File: src/rtl/reg_file.sv
// RISC-V integer register file: 32 x 32-bit entries with x0 hardwired to zero.
// Two decode read ports with write-first bypass, plus one debug read port that shows stored contents only.
module reg_file #(
    parameter int DATA_WIDTH = 32,
    parameter int ADDR_WIDTH = 5
) (
    input  logic                  clk,
    input  logic                  rst,
    input  logic [ADDR_WIDTH-1:0] ra1,
    input  logic [ADDR_WIDTH-1:0] ra2,
    output logic [DATA_WIDTH-1:0] rd1,
    output logic [DATA_WIDTH-1:0] rd2,
    input  logic [ADDR_WIDTH-1:0] wa,
    input  logic [DATA_WIDTH-1:0] wd,
    input  logic                  we,
    input  logic [ADDR_WIDTH-1:0] ra_dbg,
    output logic [DATA_WIDTH-1:0] rd_dbg
);

    localparam int NUM_REGS = 2 ** ADDR_WIDTH;

    logic [DATA_WIDTH-1:0] regs_q [NUM_REGS];
    logic                  wr_en_d;

    // A write commits only when it targets a real register and reset is idle.
    always_comb begin
        wr_en_d = 1'b0;
        if (we && !rst && (wa != {ADDR_WIDTH{1'b0}})) begin
            wr_en_d = 1'b1;
        end else begin
            wr_en_d = 1'b0;
        end
    end

    // Storage update: reset clears every entry and has priority over a write.
    always_ff @(posedge clk) begin
        if (rst) begin
            for (int i = 0; i < NUM_REGS; i++) begin
                regs_q[i] <= {DATA_WIDTH{1'b0}};
            end
        end else if (wr_en_d) begin
            regs_q[wa] <= wd;
        end
    end

    // Port 1: x0 reads zero, otherwise the in-flight write wins over storage.
    always_comb begin
        rd1 = {DATA_WIDTH{1'b0}};
        if (ra1 == {ADDR_WIDTH{1'b0}}) begin
            rd1 = {DATA_WIDTH{1'b0}};
        end else if (wr_en_d && (ra1 == wa)) begin
            rd1 = wd;
        end else begin
            rd1 = regs_q[ra1];
        end
    end

    // Port 2: same bypass rule as port 1.
    always_comb begin
        rd2 = {DATA_WIDTH{1'b0}};
        if (ra2 == {ADDR_WIDTH{1'b0}}) begin
            rd2 = {DATA_WIDTH{1'b0}};
        end else if (wr_en_d && (ra2 == wa)) begin
            rd2 = wd;
        end else begin
            rd2 = regs_q[ra2];
        end
    end

    // Debug port deliberately skips the bypass so it reflects committed state.
    always_comb begin
        rd_dbg = {DATA_WIDTH{1'b0}};
        if (ra_dbg == {ADDR_WIDTH{1'b0}}) begin
            rd_dbg = {DATA_WIDTH{1'b0}};
        end else begin
            rd_dbg = regs_q[ra_dbg];
        end
    end

endmodule

File: config.mk
export PLATFORM = sky130hd
export DESIGN_NAME = reg_file
export DESIGN_NICKNAME = d
export VERILOG_FILES = /design/src/rtl/reg_file.sv
export SDC_FILE = /design/constraint.sdc
export NUM_CORES = 2
export LEC_CHECK = 0
export CAP_MARGIN = 15
export CORE_ASPECT_RATIO = 1.4
export CORE_MARGIN = 2
export CORE_UTILIZATION = 40
export CTS_BUF_LIST = sky130_fd_sc_hd__clkbuf_8
export DETAILED_ROUTE_END_ITERATION = 6
export GPL_ROUTABILITY_DRIVEN = 0
export SYNTH_ARGS = -nofsm -noshare
export SYNTH_HDL_FRONTEND = slang
export SYNTH_SLANG_ARGS = --single-unit
File: constraint.sdc
create_clock -name clk -period 4.39 [get_ports clk]
set_input_delay 0.878 -clock clk [delete_from_list [all_inputs] [get_ports clk]]
set_output_delay 0.878 -clock clk [all_outputs]
set_load 0.1 [all_outputs]
==> impl_metrics.py <==
metrics = {
    "synth": {
        "synthArstFlopShare_pct": 0,
        "synth_cells": 4282,
        "syn-cell-area_um2": 63100,
        "ys_warn_count": 0,
        "ys_ff_latch": 1024,
        "synth_top_flop_cell": "edfxtp_1",
        "seq_area_frac_synth_pct": 48.7,
        "synth_edf_count": 1024,
        "synthDistinctLibCells": 62,
        "avgSynthCellArea_um2": 14.7,
    },
    "sta": {
        "setup_viol": 3,
        "finalCritPeriodShare_pct": 101,
        "fmax_mhz": 226,
        "hold_viol_final": 0,
        "rsz0062_at_grt": "yes",
        "worst_hold_slack_ps": 722,
        "min_period_ps": 4430,
        "drv_slew": 0,
        "postLayoutSetupSlackWorst_ps": -37.0,
        "tightest_slew_ps": 1160,
        "relSlewSlack_pct": 22.8,
    },
    "status": {
        "status": "finished, violations left",
        "violations": "negative setup slack",
    },
    "detailed_routing": {
        "drt-pass1-iter-count": 7,
        "wl_per_cell_um": 41.0,
        "vias": 47200,
        "drt-total-wl_um": 281000,
        "drt_iter0_markers": 8424,
        "dr_wl_met3_um": 36800,
        "routed_via_density": 6.89,
        "wl_met2_um": 129000,
        "wl_met1_um": 93200,
        "highest_layer": "met5",
        "drc": 0,
        "antenna_left": 0,
    },
    "clock_tree": {
        "cts_tree": "yes",
        "hold_buffers": 0,
        "clkSinkCount": 1024,
        "root_buffer": "clkbuf_8",
        "cts_buffer_depth": 3,
        "htreeDepth": 4,
        "clk_pin_slew_ps": 70,
        "numCtsBuffers": 168,
    },
    "place": {
        "place_area_um2": 71100,
        "dpl.hpwl_um": 175000,
        "portBuffers": 150,
        "dpl.cell_count": 6517,
    },
    "pwr": {
        "vdd_ir_drop_max_mv": 0.309,
        "p_leak_nw": 26.3,
        "cellPowerDensity_nw_per_um2": 358,
        "finalPower_w": 0.0267,
    },
    "cells_and_area": {
        "stdcell_area_um2": 74600,
        "regMostFlops": "regs_q",
        "nFillCells": 13400,
        "drive_gt1_share_pct": 35.1,
        "largest_reg_flops": 1024,
        "utilization_pct": 47.5,
        "reg_top3": "regs_q (1024)",
        "area_growth_pct": 18.2,
        "fin_cells": 6850,
        "nets": 4664,
    },
    "critical_path": {
        "worst-setup-path-type": "input pin to primary output",
        "crit_arrival_ps": 3550,
        "crit_path_max_fanout": 7,
        "required_ps": 3510,
        "start_kind": "input pin",
        "worstSetupEndpointType": "primary output",
    },
    "die": {
        "num_rows": 172,
        "io_pins": 151,
        "die_y_um": 474,
        "fp.dieW_um": 340,
        "die-area_um2": 161000,
        "coreArea_um2": 157000,
        "initial_utilization_pct": 40.2,
    },
    "global_routing": {
        "grt_pass1_wl_um": 382000,
        "grt_pass1_vias": 46900,
        "grt_use_total_pct": 34.6,
        "grt-ovfl-total": 0,
        "antenna_found_initial": 27,
        "grt_start_max_net_pins": 47,
    },
    "worst_hold_path": {
        "hold_class": "input pin to flop",
        "whs_path_depth": 2,
    },
    "job": {
        "maxCapViolations": 0,
    },
}
[critical path, stage by stage]
cell and delay (ps):
clkdlybuf4s50_1 720, xnor2_1 170, nand2_1 130, buf_4 180, nor3_4 460, nor2_2 180
buf_4 180, a221o_1 420, buf_12 220
[report_power, final]
group | switching [W] | leakage [nW] | internal, W
registers | 0.000413 | 9.75 | 0.0113
logic | 0.00382 | 14.7 | 0.00255
clock network | 0.00429 | 1.83 | 0.00434
[synthesized netlist by cell type (6+ instances only)]
cell type | n | area, um2
a221o_1 | 13 | 130
o21ai_0 | 56 | 280
buf_6 | 29 | 327
a22o_1 | 31 | 272
and2_1 | 963 | 6020
nor2_1 | 64 | 240
a211oi_1 | 27 | 203
mux2i_1 | 236 | 2360
o31ai_1 | 8 | 60.1
a31oi_1 | 6 | 37.5
nand3b_1 | 7 | 52.6
mux4_2 | 713 | 16100
o22ai_1 | 44 | 275
nor3_1 | 51 | 255
clkbuf_1 | 315 | 1180
a221oi_1 | 29 | 254
a21oi_1 | 84 | 420
nor4_1 | 9 | 56.3
a211o_1 | 9 | 78.8
a22oi_1 | 102 | 766
o22a_1 | 9 | 78.8
mux2_2 | 23 | 259
o221ai_1 | 64 | 561
o21ai_1 | 16 | 80.1
buf_1 | 21 | 78.8
nor2b_1 | 19 | 119
nand2b_1 | 15 | 93.8
edfxtp_1 | 1024 | 30700
nand2_1 | 40 | 150
or2_2 | 35 | 219
buf_2 | 96 | 480
buf_4 | 34 | 255
xnor2_1 | 8 | 70.1
inv_1 | 35 | 131
[layout make-up]
| type | instances | area, um2 | share of cell area [%] |
|---|---|---|---|
| diodes | 21 | 52.6 | 0.0705 |
| clock buffers | 170 | 2340 | 3.14 |
| clock inverters | 132 | 932 | 1.25 |
| inverters | 36 | 135 | 0.181 |
| multi-input cells | 2756 | 30500 | 40.8 |
| flip-flops and latches | 1024 | 30700 | 41.2 |
| well taps | 2088 | 2610 | 3.50 |
| repair buffers | 623 | 7300 | 9.78 |
[cells by family after synthesis]
kind of cell	after synthesis	share of synthesized area (%)
other	1	0.00594
xor gates and xnor gates	10	0.139
AOI/OAI and AO/OA	517	5.85
DFF	1024	48.7
buffers and inverters	533	3.94
and+or+nand+nor	1225	11.7
muxes	972	29.6
[routing by layer]
layer | global-route usage [%] | up-vias
li1 | - | 17700
met5 | 0.543 | -
met2 | 53.6 | 4357
met4 | 23.4 | 6
met3 | 11.0 | 1044
met1 | 41.1 | 24100
[worst paths after layout]
| path | startpoint | to | slack, ps |
|---|---|---|---|
| max | wa[1] | rd2[30] | -40 |
| min | rst | regs_q[0][20] | 720 |
[stage by stage]
stage | worst slack, ps | setup TNS [ps]
floorplan | -67.5 | -67.5
global placement | -319 | -4880
detailed placement | -328 | -7840
CTS | 2.95 | 0
global route | -6.47 | -16.1
finish | -37.0 | -46.0
[cell usage in the layout (no fill, tap or decap), drive strengths merged, types with 53 or more instances in the layout]
master and instances:
edfxtp 1024, a21oi 85, o221ai 64, o21ai 72, mux2i 236, clkinv 58, a22oi 102, clkbuf 171
nor2 64, and2 963, buf 583, nor3 53, mux4 713, inv 88
[what timing repair did]
item,CTS,global route
pin swaps,5,4
gates cloned,0,1
endpoints found under the setup margin,42,24
resized for setup,6,9
setup buffers,4,5
(Power assumes the default switching activity.)
